`config.mk`:
```
export PLATFORM = sky130hd
export DESIGN_NAME = uart_rx
export DESIGN_NICKNAME = d
export VERILOG_FILES = /design/src/rtl/uart_rx.sv
export SDC_FILE = /design/constraint.sdc
export NUM_CORES = 1
export LEC_CHECK = 0
export CAP_MARGIN = 20
export CELL_PAD_IN_SITES_DETAIL_PLACEMENT = 0
export CELL_PAD_IN_SITES_GLOBAL_PLACEMENT = 1
export CORE_MARGIN = 1
export CORE_UTILIZATION = 42
export DETAILED_ROUTE_END_ITERATION = 12
export GPL_TIMING_DRIVEN = 1
export PLACE_DENSITY = 0.86
export RECOVER_POWER = 25
export SYNTH_ARGS = -nofsm -noshare
export SYNTH_HDL_FRONTEND = slang
export SYNTH_SLANG_ARGS = --single-unit
```
`constraint.sdc`:
```
create_clock -name clk50MHz -period 1.95 [get_ports clk50MHz]
set_clock_uncertainty 0.2 [all_clocks]
set_input_delay 0.39 -clock clk50MHz [delete_from_list [all_inputs] [get_ports clk50MHz]]
set_output_delay 0.39 -clock clk50MHz [all_outputs]
set_load 0.01 [all_outputs]
```
`src/rtl/uart_rx.sv`:
```
// -----------------------------------------------------------------------------
// uart_rx
// Parametrised UART receiver. A 2-flop synchronizer feeds a mid-bit sampling
// FSM that rejects start-bit glitches, checks parity and stop bits, and
// refuses to decode a held-low line (break) as a new frame. Received words
// are presented through a valid/ready register; a frame that completes while
// the register is still occupied is dropped and flagged with `overrun`.
//
// Parameters
//   CLK_FREQ     input clock frequency in Hz
//   BAUD         line rate; CLKS_PER_BIT = CLK_FREQ/BAUD (truncated, >= 2)
//   DATA_BITS    data bits per frame, 5..9, LSB first
//   PARITY_MODE  0 = none, 1 = even, 2 = odd
//   STOP_BITS    1 or 2
//
// Ports
//   clk50MHz    in   single clock, rising edge
//   rst         in   asynchronous active-high reset
//   rx          in   serial line, idles high, asynchronous
//   data_out    out  received word, stable while data_valid is high
//   data_valid  out  a word is held in the output register
//   data_ready  in   consumer accepts (transfer = data_valid && data_ready)
//   parity_err  out  parity mismatch for the held word
//   frame_err   out  a stop bit of the held word was sampled low
//   overrun     out  one-cycle pulse: a completed frame was dropped
//   busy        out  receiver FSM is not idle
// -----------------------------------------------------------------------------
module uart_rx #(
  parameter int CLK_FREQ    = 50000000,
  parameter int BAUD        = 9600,
  parameter int DATA_BITS   = 8,
  parameter int PARITY_MODE = 1,
  parameter int STOP_BITS   = 2
) (
  input  logic                 clk50MHz,
  input  logic                 rst,
  input  logic                 rx,
  output logic [DATA_BITS-1:0] data_out,
  output logic                 data_valid,
  input  logic                 data_ready,
  output logic                 parity_err,
  output logic                 frame_err,
  output logic                 overrun,
  output logic                 busy
);

  localparam int CLKS_PER_BIT = CLK_FREQ / BAUD;
  localparam int HALF_BIT     = CLKS_PER_BIT / 2;
  localparam int BAUD_W       = $clog2(CLKS_PER_BIT + 1);
  localparam int BIT_W        = $clog2(DATA_BITS + 1);

  localparam logic [BAUD_W-1:0] BAUD_ZERO = BAUD_W'(0);
  localparam logic [BAUD_W-1:0] BAUD_ONE  = BAUD_W'(1);
  localparam logic [BAUD_W-1:0] FULL_LAST = BAUD_W'(CLKS_PER_BIT - 1);
  localparam logic [BAUD_W-1:0] HALF_LAST = BAUD_W'(HALF_BIT - 1);
  localparam logic [BIT_W-1:0]  BIT_ZERO  = BIT_W'(0);
  localparam logic [BIT_W-1:0]  BIT_ONE   = BIT_W'(1);
  localparam logic [BIT_W-1:0]  DATA_LAST = BIT_W'(DATA_BITS - 1);
  localparam logic [BIT_W-1:0]  STOP_LAST = BIT_W'(STOP_BITS - 1);
  localparam logic              PAR_EN    = (PARITY_MODE != 0);
  localparam logic              PAR_ODD   = (PARITY_MODE == 2);

  typedef enum logic [2:0] {
    S_IDLE   = 3'd0,
    S_START  = 3'd1,
    S_DATA   = 3'd2,
    S_PARITY = 3'd3,
    S_STOP   = 3'd4,
    S_DRAIN  = 3'd5
  } state_t;

  // Parity error for a word plus its received parity bit: even parity errs
  // when the total number of ones is odd; odd parity is the inverse.
  function automatic logic calc_parity_err(input logic [DATA_BITS-1:0] data,
                                           input logic                 par_bit,
                                           input logic                 odd);
    calc_parity_err = (^{data, par_bit}) ^ odd;
  endfunction

  logic [1:0]           sync_q, sync_d;
  state_t               state_q, state_d;
  logic [BAUD_W-1:0]    baud_cnt_q, baud_cnt_d;
  logic [BIT_W-1:0]     bit_cnt_q, bit_cnt_d;
  logic [DATA_BITS-1:0] shift_q, shift_d;
  logic                 perr_q, perr_d;
  logic                 ferr_q, ferr_d;
  logic [DATA_BITS-1:0] data_q, data_d;
  logic                 valid_q, valid_d;
  logic                 perr_out_q, perr_out_d;
  logic                 ferr_out_q, ferr_out_d;
  logic                 overrun_q, overrun_d;
  logic                 busy_q, busy_d;

  logic                 line_s;
  logic                 xfer_s;
  logic                 ferr_now_s;

  assign line_s = sync_q[1];

  // Next-state logic for the synchronizer, receive FSM and output register.
  always_comb begin
    sync_d     = {sync_q[0], rx};
    state_d    = state_q;
    baud_cnt_d = baud_cnt_q;
    bit_cnt_d  = bit_cnt_q;
    shift_d    = shift_q;
    perr_d     = perr_q;
    ferr_d     = ferr_q;
    data_d     = data_q;
    perr_out_d = perr_out_q;
    ferr_out_d = ferr_out_q;
    overrun_d  = 1'b0;
    ferr_now_s = ferr_q | ~line_s;
    xfer_s     = valid_q & data_ready;

    // A transfer empties the register; a completion below may refill it.
    if (xfer_s) begin
      valid_d = 1'b0;
    end else begin
      valid_d = valid_q;
    end

    case (state_q)
      S_IDLE: begin
        if (!line_s) begin
          state_d    = S_START;
          baud_cnt_d = BAUD_ZERO;
        end else begin
          state_d    = S_IDLE;
        end
      end

      S_START: begin
        if (baud_cnt_q == HALF_LAST) begin
          baud_cnt_d = BAUD_ZERO;
          // Line back high at mid-start: treat as a glitch, not a frame.
          if (line_s) begin
            state_d = S_IDLE;
          end else begin
            state_d   = S_DATA;
            bit_cnt_d = BIT_ZERO;
            perr_d    = 1'b0;
            ferr_d    = 1'b0;
          end
        end else begin
          baud_cnt_d = baud_cnt_q + BAUD_ONE;
        end
      end

      S_DATA: begin
        if (baud_cnt_q == FULL_LAST) begin
          baud_cnt_d = BAUD_ZERO;
          // LSB arrives first, so shifting in at the MSB leaves it at bit 0.
          shift_d    = {line_s, shift_q[DATA_BITS-1:1]};
          if (bit_cnt_q == DATA_LAST) begin
            bit_cnt_d = BIT_ZERO;
            if (PAR_EN) begin
              state_d = S_PARITY;
            end else begin
              state_d = S_STOP;
            end
          end else begin
            bit_cnt_d = bit_cnt_q + BIT_ONE;
          end
        end else begin
          baud_cnt_d = baud_cnt_q + BAUD_ONE;
        end
      end

      S_PARITY: begin
        if (baud_cnt_q == FULL_LAST) begin
          baud_cnt_d = BAUD_ZERO;
          perr_d     = calc_parity_err(shift_q, line_s, PAR_ODD);
          state_d    = S_STOP;
        end else begin
          baud_cnt_d = baud_cnt_q + BAUD_ONE;
        end
      end

      S_STOP: begin
        if (baud_cnt_q == FULL_LAST) begin
          baud_cnt_d = BAUD_ZERO;
          ferr_d     = ferr_now_s;
          if (bit_cnt_q == STOP_LAST) begin
            bit_cnt_d = BIT_ZERO;
            // A low final stop bit may be a break: wait for the line to
            // recover so the held-low level is not taken as a start bit.
            if (line_s) begin
              state_d = S_IDLE;
            end else begin
              state_d = S_DRAIN;
            end
            // The register is free if empty or being emptied this cycle.
            if (!valid_q || xfer_s) begin
              data_d     = shift_q;
              valid_d    = 1'b1;
              perr_out_d = PAR_EN ? perr_q : 1'b0;
              ferr_out_d = ferr_now_s;
            end else begin
              overrun_d  = 1'b1;
            end
          end else begin
            bit_cnt_d = bit_cnt_q + BIT_ONE;
          end
        end else begin
          baud_cnt_d = baud_cnt_q + BAUD_ONE;
        end
      end

      S_DRAIN: begin
        if (line_s) begin
          state_d = S_IDLE;
        end else begin
          state_d = S_DRAIN;
        end
      end

      default: begin
        state_d = S_IDLE;
      end
    endcase

    busy_d = (state_d != S_IDLE);
  end

  // State and output registers; reset aborts any frame in progress.
  always_ff @(posedge clk50MHz or posedge rst) begin
    if (rst) begin
      sync_q     <= 2'b11;
      state_q    <= S_IDLE;
      baud_cnt_q <= BAUD_ZERO;
      bit_cnt_q  <= BIT_ZERO;
      shift_q    <= {DATA_BITS{1'b0}};
      perr_q     <= 1'b0;
      ferr_q     <= 1'b0;
      data_q     <= {DATA_BITS{1'b0}};
      valid_q    <= 1'b0;
      perr_out_q <= 1'b0;
      ferr_out_q <= 1'b0;
      overrun_q  <= 1'b0;
      busy_q     <= 1'b0;
    end else begin
      sync_q     <= sync_d;
      state_q    <= state_d;
      baud_cnt_q <= baud_cnt_d;
      bit_cnt_q  <= bit_cnt_d;
      shift_q    <= shift_d;
      perr_q     <= perr_d;
      ferr_q     <= ferr_d;
      data_q     <= data_d;
      valid_q    <= valid_d;
      perr_out_q <= perr_out_d;
      ferr_out_q <= ferr_out_d;
      overrun_q  <= overrun_d;
      busy_q     <= busy_d;
    end
  end

  assign data_out   = data_q;
  assign data_valid = valid_q;
  assign parity_err = perr_out_q;
  assign frame_err  = ferr_out_q;
  assign overrun    = overrun_q;
  assign busy       = busy_q;

endmodule

```
==> summary by stage, run 1 <==
Floorplan
The floorplan step defined a die boundary enclosing a little under 0.006 mm^2. The die outline width is about 77 um. After floorplanning, the core was sized to cover approximately 0.0052 mm^2. The initial standard-cell utilization of the core is between 40 and 50%. The die is ~77 um tall.

The number of placement rows is 26. The total I/O pin count is 17.

Worst setup path
The element type at the critical path start is a register. The endpoint kind of the worst setup timing path is a register. The number of buffers and inverters on the critical path is 0. The critical path start-end classification is register to register. The signal arrival time at the worst endpoint is about 2000 ps.

Along the worst path, the maximum fanout reaches 8. For this design, the slowest cell found on the critical path is sky130_fd_sc_hd__or3_4. The kind of cell with the highest combined delay on the critical path is simple AND/OR/NAND/NOR gates. The signal on the critical path passes through ha_2, nor3b_4, nand4_1, or3_4, mux2_4.

The data required time at the worst endpoint is approximately 1900 ps. In this run the critical register-to-register path is captured at shift_q[5]$_DFFE_PP0P_. For flop-to-flop paths, the worst setup slack is -40 ps. The number of cells traversed by the worst register-to-register path is 5. The worst register-to-register path begins at baud_cnt_q[1]$_DFFE_PP0P_.

The maximum single-stage delay on the critical path is 450 ps.

Cells and area
From synthesis to final layout, the design area changed by 36.4%. The finished cells cover ~0.0032 mm^2. The final layout net count is 285.

Once layout is complete, the cells apart from fillers number 349. Across the whole layout, storage elements account for between 0.001 and 0.0015 mm^2. The number of antenna diodes is 0. In the final layout, the multi-input gates occupy 0.00122 mm^2. The filler cells instantiated in the layout total between 400 and 500. Of the cells placed in the final design, the portion with a size suffix greater than 1 is 33.3%.

Timing
The smallest clock period supported by the final layout is computed as a little under 2000 ps. For the pin with the worst max-slew slack, the measured transition is between 600 and 700 ps. The final number of setup-violating endpoints is 15.

The number of failing hold endpoints at the final stage came to 0. The final critical-path setup slack is -36.6 ps. Dividing the final minimum period by the clock period gives 102%.

Setup total negative slack on the finished layout was measured at -375 ps. The max-slew violation total from the final report is 0. Headroom to the max-slew limit came out at between 50% and 60%. Static timing analysis puts the maximum clock frequency at just over 500 MHz. Setup repair after global routing could not meet its margin everywhere.

Clock tree
In this run the clock root is driven by a sky130_fd_sc_hd__clkbuf_8. Clock-pin slew was measured on the worst setup and hold paths at roughly 80 ps. TritonCTS created 5 clock buffers. The H-tree was split into 2 levels. The number of hold buffers added after CTS was 0.

The CTS tree is built. The clock latency on the worst-skew pair is approximately 300 ps. The tree built by TritonCTS fans out to 45 sinks. The clock passes through at most 2 buffers.

Synth
The most frequently used flop master after synthesis is sky130_fd_sc_hd__dfrtp_1. The count of mapped cells out of synthesis is roughly 210. The synthesis warning total is 0. When the netlist entered floorplanning its net count stood at 218. The share of async-settable or async-resettable flops after synthesis is between 90% and 100%. Sequential elements use between 40% and 50% of the synthesized area.

The number of flops mapped to enable cells by yosys is 0. The average instance area after synthesis is ~11 um^2. The cell area that synthesis handed to floorplanning was about 0.0023 mm^2. The flip-flop and latch count after synthesis is between 40 and 50.

The count of unique library cells instantiated by Yosys is 48.

GRT
The global routing met3 resource utilization is about 4.1%. Global routing used 25.6% of the available met1 tracks. The first global-routing pass estimated 8.85 mm of wire. The total overflow left after global routing is 0.

For met2 alone, demand over resource in global routing was between 30% and 40%. The number of global-route vias before repair came to 1,851. The most used routing layer in global routing is met2. The number of antenna violations at the first check in global routing is 0. The overall fraction of global-route tracks in use is 19.2%. The maximum number of pins on one net before global-route repair is 27.

Min path
Counting instances, the worst hold path has a depth of 0. The worst hold path terminates at sync_q[1]$_DFF_PP1_. The worst hold path begins at sync_q[0]$_DFF_PP1_. In this run the worst hold path is classified as register to register.

Route
The first detailed-routing pass took 4 iterations. The wire length per cell after detailed routing is 14.5 um. The total DRC errors in the routed layout is 0. The post-detailed-route count of antenna-violating nets is 0. The routed design has between 5 and 6 mm of wire. After detailed routing, the number of vias per cell comes to approximately 5.3. For this block, the initial DRC count from the detailed router was 87. The overall via count from detail_route is around 1,800.

Placement
Counting tap cells, the placed design contains a total of about 340 instances. At the end of routability-driven placement, the weighted congestion stood at approximately 0.85. The total placed instance area is 0.00291 mm^2. The quantity of I/O buffers inserted on ports is 16. The HPWL after detailed placement is around 3.8 mm.

The post-placement worst setup slack is -92.9 ps.

Power
The leakage power is between 1.5 and 2 nW. Dividing total power by cell area gives a power density of between 500 and 600 mW/mm^2. VDD sags by at most ~0.00031 V.

Flow run
Max-cap violations in this run came to 0.

Run status
The final reports fail on setup timing. The flow ran to the end, but the final reports show violations.
-- worst max path at each step --
stage	start	end	cells past startpoint
detailed placement	baud_cnt_q[1]$_DFFE_PP0P_	shift_q[3]$_DFFE_PP0P_	6
global placement	baud_cnt_q[1]$_DFFE_PP0P_	shift_q[4]$_DFFE_PP0P_	6
CTS	baud_cnt_q[1]$_DFFE_PP0P_	baud_cnt_q[11]$_DFFE_PP0P_	8
global route	baud_cnt_q[1]$_DFFE_PP0P_	baud_cnt_q[11]$_DFFE_PP0P_	8
finish	baud_cnt_q[1]$_DFFE_PP0P_	shift_q[5]$_DFFE_PP0P_	5
floorplan	baud_cnt_q[0]$_DFFE_PP0P_	data_out[0]$_DFFE_PP0P_	7
-- cell usage in the layout, fill, tap and decap left out, types with 5 or more instances in the layout --
cell                               n
sky130_fd_sc_hd__a31oi_1           6
sky130_fd_sc_hd__mux2_4           16
sky130_fd_sc_hd__a21oi_1           7
sky130_fd_sc_hd__buf_4            47
sky130_fd_sc_hd__clkdlybuf4s50_1  14
sky130_fd_sc_hd__nand2_1           9
sky130_fd_sc_hd__nand4_1           5
sky130_fd_sc_hd__dfrtp_1          43
sky130_fd_sc_hd__nand2b_1          7
sky130_fd_sc_hd__inv_1             5
sky130_fd_sc_hd__a22o_1            5
sky130_fd_sc_hd__nor2_1           16
sky130_fd_sc_hd__nand3_1          13
sky130_fd_sc_hd__clkbuf_8          5
sky130_fd_sc_hd__xnor2_1          11
-- cells in the mapped netlist (all sizes together), types with 7 or more instances --
cell type  count  area [um^2]
a21oi          8         40.0
nand2         10         37.5
buf            7         50.1
xnor2         11         96.3
a31oi          7         43.8
dfrtp         43         1080
mux2          16          206
o21ai          7         35.0
nor2          16         60.1
nand2b         7         43.8
nand3         13         65.1
-- state kept, by name, summed over array words and instances, names as in the netlist --
| register | cells |
|---|---|
| shift_q | 8 |
| ferr_q | 1 |
| baud_cnt_q | 13 |
| perr_q | 1 |
| state_q | 3 |
| frame_err | 1 |
| data_valid | 1 |
| overrun | 1 |
| data_out | 8 |
| bit_cnt_q | 4 |
| parity_err | 1 |
| busy | 1 |
| sync_q | 2 |
-- report_power, final --
group | total (mW) | switching (mW) | internal (mW)
Sequential | 0.937 | 0.000893 | 0.936
Clock | 0.824 | 0.315 | 0.509
Combinational | 0.0403 | 0.0263 | 0.0140
Total | 1.80 | 0.342 | 1.46
-- metrics by stage --
stage	hold slack [ps]	power, mW	utilization, %
floorplan	145	0.977	-
global placement	146	0.998	55.6
detailed placement	151	0.998	55.6
CTS	163	1.83	59.2
global route	171	1.87	60.7
finish	162	1.80	60.7
-- area by class of cell --
class	count	area share, %
clock buffers	5	2.16
inverters	5	0.590
multi-input cells	152	38.4
repair buffers	69	18.6
flip-flops and latches	45	35.5
clock inverters	3	2.05
well taps	70	2.75
-- routing by layer --
layer | up-vias | part of all wire [%]
li1 | 905 | -
met1 | 885 | 46
met2 | 46 | 48
met3 | 6 | 4.3
met4 | 0 | 1.2
met5 | - | 0
-- repair_timing --
item | in CTS | in global routing
setup endpoints to repair | 33 | 41
setup buffers | 3 | 1
gates resized for setup | 6 | 20
pin swaps | 2 | 5
-- kinds of logic (layout without fill, tap and decap cells) --
| group | Yosys count | after routing | share of synthesized area, % |
|---|---|---|---|
| buffers and inverters | 14 | 82 | 3.27 |
| XOR/XNOR | 15 | 15 | 5.63 |
| AND/OR/NAND/NOR | 79 | 79 | 20.0 |
| AO/OA/AOI/OAI | 39 | 39 | 12.3 |
| multiplexers | 16 | 16 | 8.85 |
| adder cells (fa/ha/maj) | 3 | 3 | 1.61 |
| flip-flops | 45 | 45 | 48.4 |
No activity file was read; power rests on OpenSTA's default activity.
==> run 2, diff against run 1 <==
--- a/config.mk
+++ b/config.mk
@@ -6,10 +6,10 @@
 export NUM_CORES = 1
 export LEC_CHECK = 0
 export CAP_MARGIN = 20
-export CELL_PAD_IN_SITES_DETAIL_PLACEMENT = 0
-export CELL_PAD_IN_SITES_GLOBAL_PLACEMENT = 1
-export CORE_MARGIN = 1
-export CORE_UTILIZATION = 42
+export CELL_PAD_IN_SITES_DETAIL_PLACEMENT = 1
+export CELL_PAD_IN_SITES_GLOBAL_PLACEMENT = 2
+export CORE_MARGIN = 1.5
+export CORE_UTILIZATION = 35
 export DETAILED_ROUTE_END_ITERATION = 12
 export GPL_TIMING_DRIVEN = 1
 export PLACE_DENSITY = 0.86
==> run 2 against run 1 <==
  * First-iteration DRC count decreased by 24%
  * Routed wire length increased by 25%
  * Hold slack got worse by 2.2 ps
  * Count of clock-buffer cells in the layout increased by 1
  * Global-route usage decreased by 0.93 points
  * Final cell count increased by 2.9%
  * Critical path type unchanged
  * Sequential cell count unchanged
  * Core utilization decreased by 11 points
  * Maximum frequency decreased by 6.6%
  * Highest routed layer unchanged
  * Critical endpoint is now shift_q[2]$_DFFE_PP0P_
  * The flow still finishes with violations (setup timing)
==> summary by stage, run 2 (synthesis gave the netlist of run 1 again) <==
Worst setup path
The signal arrival time at the worst endpoint came to 2110 ps (+140 ps). The critical path goes through ha_2, nor3b_4, nand4_1, or3_4, mux2_4. The critical path ends at shift_q[2]$_DFFE_PP0P_.

The critical path start-end classification is register to register. The worst-case register-to-register setup slack is -180 ps (-140 ps). STA classifies the critical path endpoint as a register. The element type at the critical path start is a register. The worst register-to-register path ends at shift_q[2]$_DFFE_PP0P_. The worst register-to-register path begins at baud_cnt_q[1]$_DFFE_PP0P_.

The data required time at the worst endpoint was 1930 ps (about the same). The start point of the critical path is baud_cnt_q[1]$_DFFE_PP0P_. The maximum single-stage delay on the critical path is 510 ps (+60 ps). The worst-path maximum fanout came to 8 (unchanged). The highest-delay cell along the critical path is sky130_fd_sc_hd__or3_4.

The number of cells traversed by the worst register-to-register path is 5 (unchanged).

GRT
The sum of overflow across all layers after global routing was 0 (unchanged). The number of global-route vias before repair is 2,150 (+16%). The overall fraction of global-route tracks in use is 18.3% (-0.93 points). The maximum number of pins on one net before global-route repair is 25 (-7.4%). The global-route wire length before repair is 10.5 mm (+19%). The number of antenna violations at the first check in global routing is 0 (unchanged).

Route
The number of DRC violations after detailed-routing iteration 0 was 66 (-24%). The overall via count from detail_route is 1,925 (+4.5%). The number of iterations in the first detailed-routing pass came to 4 (unchanged).

The total DRC errors in the routed layout is 0 (unchanged). The wire length per cell after detailed routing came to 17.6 um (+21%). The via-per-instance ratio was 5.36 (+1.6%). The total length of routed wires is 6.32 mm (+25%). The post-detailed-route count of antenna-violating nets came to 0 (unchanged).

Timing
The maximum frequency from static timing analysis is 470 MHz (-6.6%). Setup repair after global routing could not meet its margin everywhere. The actual slew at the worst max-slew pin is 654 ps (+42.9 ps).

The time the final worst path needs with I/O delays and setup came to 2130 ps (+140 ps). The max-slew violation total from the final report is 0 (unchanged). The relative max-transition margin is 56.4% (-2.9 points). The number of failing hold endpoints at the final stage is 0 (unchanged). The final critical-path setup slack was -177 ps (-140 ps). The setup TNS is -3280 ps (-2910 ps).

The share of the cycle needed by the critical path after routing was 109% (+7.2 points). The final number of setup-violating endpoints is 36 (+21).

Run status
The final reports fail on setup timing. The flow ran to the end, but the final reports show violations.

Clock tree
The maximum clock insertion buffer count is 2 (unchanged). In this run the clock root is driven by a sky130_fd_sc_hd__clkbuf_8. The CTS buffer count is 5 (unchanged). The hold buffer count at cts was 0 (unchanged). The clock latency on the worst-skew pair is 290 ps (about the same).

The number of sinks on the clock net was 45 (unchanged). The H-tree level count is 2 (unchanged). The CTS tree is built.

The clock transition at the registers of the reported paths is 90 ps (about the same).

Placement
The HPWL after detailed placement is 4.62 mm (+22%). The global placement routability congestion is 0.818 (-3.9%). The total placed instance area came to 0.00294 mm^2 (+0.82%). The quantity of I/O buffers inserted on ports is 16 (unchanged).

Cells and area
In the layout the commonest cells are sky130_fd_sc_hd__buf_4 (53), sky130_fd_sc_hd__dfrtp_1 (43), sky130_fd_sc_hd__nor2_1 (16). baud_cnt_q holds more flip-flops than any other register. The filler cell count in the final layout is 704 (+73%). The area used by sequential logic in the layout is 0.00113 mm^2 (unchanged). The library cell used most frequently in the layout, excluding fill and tap cells, is sky130_fd_sc_hd__buf_4. The signed area change from the synthesized netlist to the final layout is 35.3%. The final core utilization is 49.4% (-11 points). The layout cell share with drive strength beyond 1 was 32.3% (-1.1 points). The final layout net count came to 288 (+1.1%).

The flip-flop count of the largest register, all copies and words added is 13 (unchanged). The number of antenna diodes was 0 (unchanged). The total non-filler cell area in the finished layout is 0.00316 mm^2 (-0.79%). The area used by multi-input combinational logic was 0.00122 mm^2 (-0.10%).

Floorplan
The initial standard-cell utilization of the core was 36.5% (-8.0 points). The overall die area is 0.00716 mm^2 (+22%). The number of placement rows is 29 (+12%).

The total I/O pin count is 17 (unchanged). The die span in y was 84.6 um (+11%). The die outline width is 84.6 um (+11%).

The core box area is 0.00639 mm^2 (+22%).

Power
The largest voltage drop on the vdd net is 0.000253 V (-18%). The leakage power is 1.47 nW (-1.8%). The power per standard cell area is 490 mW/mm^2 (-13%). The overall power consumption is 1.55 mW (-14%).

Min path
The type of the tightest min-delay check is register to register.

Flow run
The number of max-cap violations was 0 (unchanged).
## run 2: changes by cell type in the layout (fill, tap and decap cells not counted), moves of 2 or more
cell	previous run	this run
sky130_fd_sc_hd__mux2_1	0	9
sky130_fd_sc_hd__buf_6	3	1
sky130_fd_sc_hd__buf_4	47	53
sky130_fd_sc_hd__bufinv_16	2	0
sky130_fd_sc_hd__mux2_4	16	7
## run 2: cell type report
class | count | share of cell area (%)
inverter | 5 | 0.595
timing repair buffer | 72 | 19.3
tap | 77 | 3.05
sequential | 45 | 35.8
multi-input combinational | 152 | 38.7
clock inverter | 2 | 0.317
clock buffer | 6 | 2.30
## run 2: stage by stage
| stage | hold WS (ps) | std cells | setup slack, ps |
|---|---|---|---|
| 2_1_floorplan | 145 | 211 | -53.0 |
| 3_3_place_gp | 147 | 347 | -20.5 |
| 3_5_place_dp | 150 | 347 | -133 |
| 4_1_cts | 163 | 360 | -123 |
| 5_1_grt | 168 | 359 | -250 |
| 6_report | 160 | 359 | -177 |
## run 2: timing repair
action	in CTS	in global routing
pin swaps	3	4
resized for setup	10	10
buffers inserted	5	1
setup endpoints to repair	43	43
## run 2: worst min path at each step
stage	startpoint	to	depth (start not counted)
3_5_place_dp	sync_q[0]$_DFF_PP1_	sync_q[1]$_DFF_PP1_	0
3_3_place_gp	sync_q[0]$_DFF_PP1_	sync_q[1]$_DFF_PP1_	0
6_report	sync_q[0]$_DFF_PP1_	sync_q[1]$_DFF_PP1_	0
4_1_cts	sync_q[0]$_DFF_PP1_	sync_q[1]$_DFF_PP1_	0
2_1_floorplan	sync_q[0]$_DFF_PP1_	sync_q[1]$_DFF_PP1_	0
5_1_grt	sync_q[0]$_DFF_PP1_	sync_q[1]$_DFF_PP1_	0
## run 2: routing by layer
layer,track usage (%),wire [um]
met4,3.52,50
met3,3.05,123
met5,0,0
met2,35.0,3580
met1,21.5,2560
## run 2: power by group
group          internal [mW]  switching [mW]
Combinational         0.0159          0.0291
Sequential             0.936        0.000980
Clock                  0.249           0.317
## run 2: worst max-delay path: cells and delay by family (launching register included)
family | cells | cell delay (ps)
multiplexers | 1 | 330
AND/OR/NAND/NOR | 3 | 920
adder cells (fa/ha/maj) | 1 | 200
flip-flops | 1 | 370
